--- src/rtl/dcache_l1.sv ---
// rtl/dcache_l1.sv - direct-mapped, write-back/write-allocate L1 data cache
// One 128-bit line per set; misses write back a dirty victim, then fill and retry the lookup.
module dcache_l1 #(
  parameter int SETS = 8
) (
  input  logic         clk,
  input  logic         rst_n,
  input  logic         mem_req,
  input  logic         we_on_req,
  input  logic [15:0]  addr,
  input  logic [15:0]  byte_en,
  input  logic [127:0] wdata,
  output logic         resp,
  output logic [127:0] rdata,
  output logic         pmem_read,
  output logic         pmem_write,
  output logic [15:0]  pmem_address,
  output logic [127:0] pmem_wdata,
  input  logic         pmem_resp,
  input  logic [127:0] pmem_rdata
);

  localparam int IDX  = $clog2(SETS);
  localparam int TAGW = 12 - IDX;

  typedef enum logic [1:0] {IDLE, RESPOND, WRITEBACK, ALLOCATE} state_t;

  state_t state, state_nxt;

  logic [127:0]    data_arr [SETS];
  logic [TAGW-1:0] tag_arr  [SETS];
  logic [SETS-1:0] valid_q;
  logic [SETS-1:0] dirty_q;
  logic [15:4]     req_addr;

  logic [15:4]     cur_addr;
  logic [IDX-1:0]  idx;
  logic [TAGW-1:0] tag;
  logic            hit;
  logic            write_hit;
  logic            fill;
  logic            unused_offset;

  // The request may be withdrawn while pmem is busy, so miss handling uses the latched address.
  assign cur_addr      = (state == WRITEBACK || state == ALLOCATE) ? req_addr : addr[15:4];
  assign idx           = cur_addr[3+IDX:4];
  assign tag           = cur_addr[15:4+IDX];
  assign hit           = valid_q[idx] && (tag_arr[idx] == tag);
  assign write_hit     = (state == IDLE) && mem_req && hit && we_on_req;
  assign fill          = (state == ALLOCATE) && pmem_resp;
  assign unused_offset = ^addr[3:0];

  function automatic logic [127:0] merge_bytes(input logic [127:0] old_line,
                                               input logic [127:0] new_line,
                                               input logic [15:0]  be);
    logic [127:0] res;
    res = old_line;
    for (int i = 0; i < 16; i++) begin
      if (be[i]) res[8*i +: 8] = new_line[8*i +: 8];
    end
    return res;
  endfunction

  always_comb begin
    state_nxt    = state;
    resp         = 1'b0;
    rdata        = '0;
    pmem_read    = 1'b0;
    pmem_write   = 1'b0;
    pmem_address = '0;
    pmem_wdata   = '0;
    case (state)
      IDLE: begin
        if (mem_req) begin
          if (hit)                               state_nxt = RESPOND;
          else if (valid_q[idx] && dirty_q[idx]) state_nxt = WRITEBACK;
          else                                   state_nxt = ALLOCATE;
        end
      end
      RESPOND: begin
        resp      = 1'b1;
        rdata     = data_arr[idx];
        state_nxt = IDLE;
      end
      WRITEBACK: begin
        pmem_write   = 1'b1;
        pmem_address = {tag_arr[idx], idx, 4'h0};
        pmem_wdata   = data_arr[idx];
        if (pmem_resp) state_nxt = ALLOCATE;
      end
      ALLOCATE: begin
        pmem_read    = 1'b1;
        pmem_address = {tag, idx, 4'h0};
        if (pmem_resp) state_nxt = IDLE;
      end
      default: state_nxt = IDLE;
    endcase
  end

  always_ff @(posedge clk or negedge rst_n) begin
    if (!rst_n) begin
      state    <= IDLE;
      valid_q  <= '0;
      dirty_q  <= '0;
      req_addr <= '0;
    end else begin
      state <= state_nxt;
      if (state == IDLE && mem_req && !hit) req_addr <= addr[15:4];
      if (write_hit && (|byte_en)) dirty_q[idx] <= 1'b1;
      if (state == WRITEBACK && pmem_resp) dirty_q[idx] <= 1'b0;
      if (fill) begin
        valid_q[idx] <= 1'b1;
        dirty_q[idx] <= 1'b0;
      end
    end
  end

  // Line storage has no reset; valid_q alone decides whether its contents mean anything.
  always_ff @(posedge clk) begin
    if (write_hit) data_arr[idx] <= merge_bytes(data_arr[idx], wdata, byte_en);
    if (fill) begin
      data_arr[idx] <= pmem_rdata;
      tag_arr[idx]  <= tag;
    end
  end

endmodule
--- config.mk ---
export PLATFORM = sky130hd
export DESIGN_NAME = dcache_l1
export DESIGN_NICKNAME = d
export VERILOG_FILES = /design/src/rtl/dcache_l1.sv
export SDC_FILE = /design/constraint.sdc
export NUM_CORES = 1
export LEC_CHECK = 0
export BUFFER_PORTS_ARGS = -buffer_cell sky130_fd_sc_hd__clkbuf_2
export CAP_MARGIN = 0
export CORE_ASPECT_RATIO = 1.5
export CORE_UTILIZATION = 29
export CTS_BUF_LIST = sky130_fd_sc_hd__clkbuf_8 sky130_fd_sc_hd__clkbuf_16
export DETAILED_ROUTE_END_ITERATION = 6
export PLACE_DENSITY = 0.43
export SLEW_MARGIN = 25
export SYNTH_ARGS = -nofsm -noshare
export SYNTH_HDL_FRONTEND = slang
export SYNTH_SLANG_ARGS = --single-unit
--- constraint.sdc ---
create_clock -name clk -period 25.3 [get_ports clk]
set_clock_uncertainty 0.2 [all_clocks]
set_input_delay 2.53 -clock clk [delete_from_list [all_inputs] [get_ports clk]]
set_output_delay 2.53 -clock clk [all_outputs]
set_load 0.01 [all_outputs]
---- Word level (Yosys, flattened, before mapping) ----
Memories as Yosys holds them, arrays and structs flattened.
Index checks and enable logic that the tools add are counted.
storage, ports and cells
  flip-flop bits (word level) ............. 30
  RAM bits ................................ 1096
  bits of input ports ..................... 293
  output and inout bits ................... 275
  word-level logic and storage cells ...... 95
  memories kept ........................... 2
memories
  memory    depth  bits a word  rd ports  clocked after memory_dff  write ports  RTL line  source
  data_arr  8      128          1         0                         1            30        logic [127:0] data_arr [SETS];
  tag_arr   8      9            1         0                         1            31        logic [TAGW-1:0] tag_arr [SETS];
operators by class
  magnitude comparators ................... 2
  equal/unequal tests ..................... 7
  muxes and demuxes ....................... 59
  bitwise gates (word level) .............. 6
  reduce and logical (&&, ||, !) cells .... 15
operators with widths
  operator                                                                             count
  128-bit two-way mux                                                                  3
  8-bit two-way mux                                                                    35
  16-bit case mux with 2 select lines                                                  1
  8-bit bitwise AND                                                                    2
  8-bit OR                                                                             2
  16-bit OR reduction                                                                  1
  12-bit two-way mux                                                                   1
  1-bit two-way mux                                                                    11
  1-bit logical AND                                                                    10
  9-bit equality test                                                                  1
  2-bit two-way mux                                                                    4
  8-bit inverter                                                                       1
  2-bit case mux with 4 select lines                                                   1
  1-bit binary-select mux with 3-bit select                                            2
  2-bit != test, second input constant                                                 3
  2-bit equality test, second input constant                                           2
  3-bit by 4-bit less-than comparator with 1-bit output, second input constant         1
  1-bit demux with 3-bit select                                                        1
  3-bit by 1-bit greater-or-equal comparator with 1-bit output, second input constant  1
  3-bit AND reduction                                                                  1
  2-bit by 1-bit equality test with 1-bit output, second input constant                1
  2-bit logical NOT                                                                    1
  1-bit logical NOT                                                                    1
  1-bit logical OR                                                                     1
  1-bit OR                                                                             1

---- Logic depth before layout (Yosys ltp) ----
Gate-level depths: netlist of the first run.
  depth in word-level cells ............... 14
  depth in mapped cells ................... 13
  gate-level depth less buffers ........... 8

---- Least setup slack after synthesis of the first run ----
No wires, ideal clock.
  path type ............................... input port to flip-flop
  start point ............................. in addr[4]
  end point ............................... mem data_arr[0][0] (enable)
  arrival ................................. 10.307 ns
  setup slack ............................. 14.135 ns
  stages .................................. 10
  buffers on the path ..................... 3
  cell sequence ........................... mux2_2 -> buf_6 -> buf_2 -> buf_2 -> o221ai_1 -> a211oi_1 -> nor4_1 -> and4_4 -> nand4_1 -> a21oi_1
on the way
  cells in the longest elaborated chain, start to end .. 9
  elaborated cells between the ends (all ways) .. 11
RTL lines
  item                                                                                  RTL line  source
  start: declaration                                                                    10        input logic [15:0] addr,
  12-bit two-way mux (*)                                                                45        assign cur_addr = (state == WRITEBACK || state == ALLOCATE) ? req_addr : addr[15:4];
  memory 8 x 9 bit / 1-bit binary-select mux with 3-bit select (equally long branches)  n/a
  9-bit equality test / 1-bit two-way mux (equally long branches)                       48        assign hit = valid_q[idx] && (tag_arr[idx] == tag);
  1-bit logical AND                                                                     48
  1-bit logical AND (2 in a row)                                                        49        assign write_hit = (state == IDLE) && mem_req && hit && we_on_req;
  1-bit two-way mux                                                                     120       if (write_hit) data_arr[idx] <= merge_bytes(data_arr[idx], wdata, byte_en);
  1-bit two-way mux (implied by the code)                                               120
  1-bit OR (no line)                                                                    n/a
  end: declaration                                                                      30
Mark *: on every way between the ends. The rest lies on a longest branch, timed or not. The select of a mux whose other input is x is not followed.

---- Worst setup path after layout of the first run ----
  start point ............................. in addr[4]
  end point ............................... out rdata[69]
on the way
  cells in the longest elaborated chain, start to end .. 3
RTL lines
  item                 RTL line  source
  12-bit two-way mux   45
  memory 8 x 128 bit   n/a
  128-bit two-way mux  72        case (state)
  end: declaration     14        output logic [127:0] rdata,
Every way passes these cells.

==> results of run 1 <==
report_power, final:
part / total (mW) / internal [mW] / leakage, nW / switching (mW)
Sequential: 2.57 / 2.53 / 10.2 / 0.0405
Clock: 1.60 / 0.888 / 1.79 / 0.709
Combinational: 2.74 / 0.782 / 6.35 / 1.96
Total: 6.91 / 4.20 / 18.4 / 2.71
through the flow:
step | power [mW] | cells | hold slack (ns) | setup WS [ns] | utilization (%)
6_report | 6.91 | 5734 | 0.268 | 16.21 | 34.9
4_1_cts | 7.03 | 5729 | 0.267 | 16.15 | 34.9
3_5_place_dp | 5.42 | 5523 | 0.253 | 15.81 | 32.7
5_1_grt | 7.30 | 5731 | 0.283 | 15.99 | 34.9
2_1_floorplan | 4.20 | 3074 | 0.239 | 14.14 | -
3_3_place_gp | 5.40 | 5523 | 0.249 | 15.83 | 32.7
synth_stat cells (27+ instances only):
cell | instances | share of area [%]
nand3_1 | 27 | 0.30
a221oi_1 | 44 | 0.86
a22oi_1 | 374 | 6.3
mux2i_1 | 32 | 0.71
dfrtp_1 | 30 | 1.7
a22o_1 | 34 | 0.66
a21oi_1 | 148 | 1.7
edfxtp_1 | 1096 | 73
and4_1 | 75 | 1.5
o21ai_0 | 123 | 1.4
nand2_1 | 195 | 1.6
clkbuf_1 | 166 | 1.4
nor2_1 | 407 | 3.4
kinds of logic (layout without fill, tap and decap cells):
family                 Yosys count  count (layout)  synth area share (%)
multiplexers                    56              56                  1.43
other                            1               8               0.00836
buffers and inverters          247             856                  2.23
AO/OA/AOI/OAI                  853             853                  13.2
XOR/XNOR                         7               7                 0.137
AND/OR/NAND/NOR                781             781                  7.91
flip-flops                    1126            1126                  75.1
flip-flops by register name (all words and copies together), names as in the netlist:
signal and cells:
tag_arr 72, dirty_q 8, data_arr 1024, req_addr 12
valid_q 8, state 2
worst paths after layout:
path                            startpoint         endpoint  slack [ns]  cells past startpoint
worst max-delay path               addr[4]        rdata[69]       16.21                     10
max in group asynchronous            rst_n         state[1]       22.56                      1
worst min-delay path            valid_q[6]       valid_q[6]        0.27                      1
min in group asynchronous            rst_n      req_addr[5]        1.72                      1
worst max register to register    state[1]  data_arr[0][63]       18.40                     13
worst min register to register  valid_q[6]       valid_q[6]        0.27                      1
layout make-up:
class	count	area share [%]
inverter	24	0.168
clock inverter	93	1.21
sequential	1126	62.8
antenna	4	0.0187
multi-input combinational	1701	19.5
tap	2047	4.78
timing repair buffer	626	6.33
clock buffer	113	5.27
layer usage:
metal / part of all wire (%) / global-route usage, %
met4: 1.9 / 5.03
met1: 45 / 24.6
met2: 49 / 31.4
met5: 0.0089 / 0
met3: 4.0 / 2.14
worst register-to-register path: cells and delay by family, from the launching register on:
family | cells | cell delay, ns
compound gates | 2 | 0.42
xor+xnor | 1 | 0.14
buf+inv | 5 | 3.10
simple gates | 5 | 2.09
flops | 1 | 0.45
==> run summary, run 1 <==
The flow ran to the end, and the final reports show no timing, DRC or antenna violations. The biggest fanout along the worst timing path is 50. After synthesis, the share of flip-flops with an asynchronous set or reset is ~2.7%. The deepest level of the CTS H-tree came out at 3. The proportion of synthesized chip area in sequential cells came out at 75.1%.

Summed over all layers, the global routing overflow is 0. The hold violation total from the final report came to 0. The tree is rooted in a clkbuf_16. By instance count, the cell type seen most on the critical path is buf_4. Counting the buffers created by CTS gives approximately 110. The instance area after placement came out at 50100 sq um. The category of cells accounting for the largest share of critical-path delay is buffers and inverters. The data arrival time of the critical path is 6.36 ns. The achievable clock frequency came out at 110 MHz. The worst setup path is captured at an output port. TritonCTS built the clock tree. The leakage power is 18.4 nW. The layout has 14900 filler cells. The number of clock sinks came out at 1126. The number of warnings printed during yosys synthesis came out at 0. The type of the most critical hold path is flop to flop. Each instance of the synthesized netlist takes up on average around 15 sq um. The shortest period the worst path allows is 9.09 ns. Setup repair after global routing left no endpoint under its margin. The final-report max-slew violation count is 0. The post-route clock period utilization is a little over a third.

The clock slew seen by the registers of the worst setup and hold paths came out at 0.06 ns. The wire length per cell after detailed routing is 25.4 um. The proportion of layout cells with a drive suffix above 1 is 22.9%.

The wire length of the first global-routing pass came out at 207000 um. Synthesis instantiated 57 different standard cells from the library. The last weighted congestion value of the routability-driven placer is 0.723. After detailed routing, the number of remaining DRC violations is 0. The count of antenna-violating nets left after detailed routing came out at 0. The sum of net half-perimeters after detailed placement came out at 83800 um. Counting both buffers and inverters, the worst setup path holds a total of 5. The cell row count came out at 176. For this design the ratio of total power to cell area is about 130 nW/um^2. The cell with the largest stage delay on the worst path is buf_4. For this configuration, the core starts out at a cell density of 29.2%.

The slew at the pin closest to its max-slew limit is roughly 1.2 ns. The first-pass iteration count of the detailed router came out at 5. Data on the critical path is required at its endpoint by 22.57 ns. The core area came out at 153000 sq um. The worst setup path is launched from an input port. The library cells used most frequently in the layout, excluding fill and tap cells, are edfxtp_1 (1096), clkbuf_2 (559), nor2_1 (399).

Once the clock tree was built, the setup fixing pass inserted 0 buffers. The deepest clock path buffer count came out at 3. The final route contains 28700 vias. For this design the top-level I/O count stands at between 500 and 600. The worst setup path is of the input port to output port kind. The number of buffers added to fix hold violations after cts came out at 0. The number of enable-type register cells in the synthesized netlist came out at about 1100.

The worst-case vdd ir drop is roughly 67 uV. The number of gates resized after cts is 0. The combined area of the multi-input logic cells is 10400 sq um. The library cell used most frequently in the layout, excluding fill and tap cells, is edfxtp_1. Synthesis handed over a netlist of 3071 instances. The final cell area excluding filler cells came out at about 54000 sq um. The worst pin sits at a relative slew slack of 22.3%. The count of routing violations after the opening detailed-route iteration is 1926. The signed area change from the synthesized netlist to the final layout is 19.6%. The total of max-cap violations is 0. The number of synthesized register bits is 1126. The overall routing resource usage came out at ~18%. The die height is between 400 and 500 um.

The signal on the critical path passes through clkbuf_2 -> mux2_4 -> nor2_4 -> buf_4 -> buf_4 -> buf_4 -> a22oi_1 -> o211a_1 -> nor2_1 -> clkbuf_2. The die span in x is 323 um. After routing, the total negative slack on setup checks comes to 0 ns. The aggregate routed wire length is 146000 um.

The predominant post-synthesis flop cell is edfxtp_1. In this run the cell area of the synthesized design comes to 44900 sq um. The via density per instance is 5.00. The via count of the first global-routing pass is 28500.

The die covers 156000 sq um. The initial antenna violation count came out at 11. Summing all flip-flop and latch instances after layout gives 33700 sq um. The clock reaches the later pin of the worst-skew pair after 0.74 ns. The maximum single-stage delay on the critical path is 0.71 ns. The pin count of the biggest net entering global routing is about 110. The count of input and output buffers came out at 559. Setup violations remaining at the end of the flow were counted as 0.

In the final design database the tool counted 3884 nets.
Power figures use the tool's default switching activity.
==> run 2, diff against run 1 <==
--- a/config.mk
+++ b/config.mk
@@ -5,13 +5,14 @@
 export SDC_FILE = /design/constraint.sdc
 export NUM_CORES = 1
 export LEC_CHECK = 0
+export ABC_AREA = 1
 export BUFFER_PORTS_ARGS = -buffer_cell sky130_fd_sc_hd__clkbuf_2
 export CAP_MARGIN = 0
 export CORE_ASPECT_RATIO = 1.5
 export CORE_UTILIZATION = 29
 export CTS_BUF_LIST = sky130_fd_sc_hd__clkbuf_8 sky130_fd_sc_hd__clkbuf_16
 export DETAILED_ROUTE_END_ITERATION = 6
-export PLACE_DENSITY = 0.43
+export PLACE_DENSITY = 0.44
 export SLEW_MARGIN = 25
 export SYNTH_ARGS = -nofsm -noshare
 export SYNTH_HDL_FRONTEND = slang
==> constraint.sdc (replaced) <==
create_clock -name clk -period 7.8 [get_ports clk]
set_clock_uncertainty 0.2 [all_clocks]
set_input_delay 0.78 -clock clk [delete_from_list [all_inputs] [get_ports clk]]
set_output_delay 0.78 -clock clk [all_outputs]
set_load 0.01 [all_outputs]
==> run summary, run 2 <==
The deepest level of the CTS H-tree is 3 (unchanged). The number of flip-flops under the largest register name is 1024 (unchanged). STA classifies the critical path startpoint as a flop. The signed area change from the synthesized netlist to the final layout is 19.8%.

The share of synthesized flip-flops with an asynchronous set or reset is 2.66% (unchanged). The number of gates resized after cts came out at 0 (unchanged). The critical path goes through inv_2 -> nand2_2 -> nand2_2 -> nor2_4 -> buf_12 -> buf_4 -> a22oi_1 -> nand3_1 -> inv_1 -> nor2_1 -> clkbuf_2.

The run finished with clean final reports. The achievable clock frequency is 189 MHz. The number of enable-type register cells in the synthesized netlist came out at 1096 (unchanged). Setup repair after global routing left no endpoint under its margin. The cell row count is 177 (+0.57%). The utilization after layout was 35.1% (+0.15 points). The proportion of synthesized chip area in sequential cells came out at 74.0% (-1.1 points). The average cell area after synthesis is 12.9 sq um (-12%).

The worst hold path begins at addr[15]. The overall via count from detail_route is 29900 (+4.4%). The data arrival time of the critical path came out at 4.31 ns (-2.05 ns). The first-pass iteration count of the detailed router came out at 5 (unchanged). The leakage power is 19.8 nW (+8.0%). The proportion of layout cells with a drive suffix above 1 came out at 20.2% (-2.7 points).

The count of antenna-violating nets left after detailed routing came out at 0 (unchanged). The commonest cells after synthesis are edfxtp_1 (1096), nand2_1 (693), a22oi_1 (334). The wire length per cell after detailed routing is 23.1 um (-9.3%). The wire length of the first global-routing pass came to 207000 um (about the same). The count of unresolved DRC violations after routing came out at 0 (unchanged). The smallest clock period supported by the final layout is computed as 5.29 ns. The final cell area excluding filler cells came out at 54600 sq um (+1.7%).

The synthesized instance count is 3523 (+15%). The unique cell type count in the Yosys netlist is 33 (-42%). The worst path uses between 60% and 70% of the clock period.

The number of buffers added to fix hold violations after cts came out at 1 (+1). In the post-synthesis netlist, the cell with the most instances is edfxtp_1. The library cells used most frequently in the layout, excluding fill and tap cells, are edfxtp_1 (1096), nand2_1 (693), clkbuf_2 (559). The library cell used most frequently in the layout, excluding fill and tap cells, is edfxtp_1. The critical path starts at state[1]. The fraction of synthesized cell area taken by the top area cell type is 72.3% (-1.1 points). The biggest fanout along the worst timing path was 71 (+42%).

The starting density of the core is 29.3% (+0.057 points). Of all cell types, the one taking the most synthesized area is edfxtp_1. The number of instances in the placed design came out at 6014 (+8.9%).

In the post-synthesis netlist, the biggest area contributors are edfxtp_1 (72%), nand2_1 (5.7%), a22oi_1 (5.5%). The via count of the first global-routing pass came to 29900 (+4.6%). The last weighted congestion value of the routability-driven placer came out at 0.769 (+6.4%). The count of non-filler cells in the finished layout came to 6224 (+8.5%). The hold violation total from the final report is 0 (unchanged). The worst-case vdd ir drop is 364 uV (+440%). The number of clock sinks is 1126 (unchanged). The deepest clock path buffer count came to 3 (unchanged). Among all stages on the critical path, the largest delay is contributed by nor2_4.

The overall routing resource usage came out at 17.8% (-0.65 points). The leftover overflow at the end of global routing was 0 (unchanged). The instance area after placement came out at 51000 sq um (+1.7%). The die height is 487 um (+0.74%). The power per unit of standard cell area came out at 419 nW/um^2 (+230%).

The initial antenna violation count was 7 (-4). By startpoint and endpoint, the worst setup path is classified as flop to output port. The net total in the final layout is 4361 (+12%). The pin count of the biggest net entering global routing came out at 100 (-9.9%).

data_arr holds more flip-flops than any other register. TritonCTS built the clock tree. The worst slew margin relative to its limit is 32.7% (+10 points). The number of CTS-inserted buffers is 109 (-2.7%).

The count of input and output buffers is 559 (unchanged). The startpoint identified for the worst register-to-register timing path is state[1]. The number of warnings printed during yosys synthesis was 0 (unchanged). The worst path required time is 6.82 ns (-15.75 ns).

The worst hold path belongs to the class input port to flop. The core area came to 155000 sq um (+1.3%). The largest registers in the layout are data_arr (1024), tag_arr (72), req_addr (12). The total of max-cap violations came to 0 (unchanged).

The final-report max-slew violation count came to 0 (unchanged). The sum of net half-perimeters after detailed placement was 84300 um (+0.61%). The clock slew seen by the registers of the worst setup and hold paths came out at 0.06 ns (about the same). The aggregate routed wire length is 144000 um (-1.5%). The worst-skew pair later-pin latency came out at 0.76 ns (+0.02 ns).

The root buffer cell is clkbuf_16. The slew at the pin closest to its max-slew limit is 0.999 ns (-0.159 ns). The die span in x came out at 325 um (+0.74%). The total power after layout is 22.9 mW (+230%). The number of top-level pins came out at 568 (unchanged). The category of cells accounting for the largest share of critical-path delay is simple AND/OR/NAND/NOR gates. The number of endpoints failing setup at the final stage is 0 (unchanged). In the synthesized netlist the dominant register cell turns out to be edfxtp_1. The number of synthesized register bits is 1126 (unchanged).

The area of the die is 159000 sq um (+1.5%). STA classifies the critical path endpoint as an output port. The count of routing violations after the opening detailed-route iteration is 1882 (-2.3%). The cell area after synthesis is 45500 sq um (+1.5%). The buffers inserted during post-CTS setup optimization is 0 (unchanged). The maximum single-stage delay on the critical path was 0.64 ns (-0.07 ns). In this design, the critical path's most frequently occurring cell is nand2_2. The via density per instance is 4.81 (-3.8%). The total buffers and inverters traversed by the critical path is 5 (unchanged).
-- run 2: cell types whose count changed in the layout (fill, tap and decap cells not counted), moves of 20 or more --
cell / before / now
a21oi_1: 140 / 17
and4_1: 75 / 0
nand4_1: 8 / 81
o21ai_1: 0 / 123
o21ai_0: 123 / 160
a22oi_1: 374 / 334
nand2_1: 194 / 693
a221oi_1: 44 / 64
nor2_1: 399 / 294
mux2i_1: 32 / 9
inv_1: 48 / 255
a222oi_1: 20 / 0
a22o_1: 34 / 7
nand3_1: 26 / 84
-- run 2: worst min-delay path: cells and delay by family --
family	cells	cell delay (ns)
simple gates	2	0.12
buf+inv	1	0.09
-- run 2: report_power, final --
| group | internal [mW] | total (mW) | switching (mW) | leakage (nW) |
|---|---|---|---|---|
| clock network | 2.83 | 5.20 | 2.37 | 1.82 |
| registers | 8.34 | 8.46 | 0.119 | 10.2 |
| logic | 2.45 | 9.22 | 6.77 | 7.75 |
| total | 13.6 | 22.9 | 9.26 | 19.8 |
-- run 2: final timing paths --
kind / to / depth (start not counted) / slack, ns
max: pmem_wdata[57] / 11 / 2.51
min: req_addr[15] / 3 / 0.11
max reg2reg: data_arr[3][23] / 17 / 3.11
min reg2reg: valid_q[5] / 2 / 0.26
max in group asynchronous: dirty_q[1] / 2 / 6.33
min in group asynchronous: dirty_q[2] / 2 / 0.51
-- run 2: cell families after synthesis --
kind of cell	Yosys count	share of synthesized area, %
compound gates	746	10.8
mux	9	0.198
other cells	1	0.00824
buf+inv	450	4.29
simple gates	1191	10.7
flops	1126	74.0
-- run 2: cell type report --
cell class | count | area, sq um
inverters | 244 | 931
clock inverters | 94 | 763
repair buffers | 637 | 3750
flip-flops and latches | 1126 | 33700
well taps | 2058 | 2570
diodes | 2 | 5.00
fillers | 15400 | 101000
multi-input cells | 1950 | 10100
clock buffers | 113 | 2790
-- run 2: metrics by stage --
stage                     setup TNS, ns  hold slack, ns  setup WS (ns)
final                                 0           0.109           2.51
after global routing                  0          0.0845           2.21
after CTS                             0          0.0336           2.36
after detailed placement              0           0.245           2.79
after global placement                0           0.242           2.56
after floorplan                 -636.95           0.227          -1.24
-- run 2: per-layer routing --
metal / vias to the layer above / part of all wire (%) / global-route usage (%)
met3: 159 / 4.1 / 2.21
li1: 14000 / - / -
met5: - / 0.032 / 0
met2: 824 / 49 / 30.5
met1: 15000 / 45 / 23.6
met4: 6 / 1.7 / 4.55
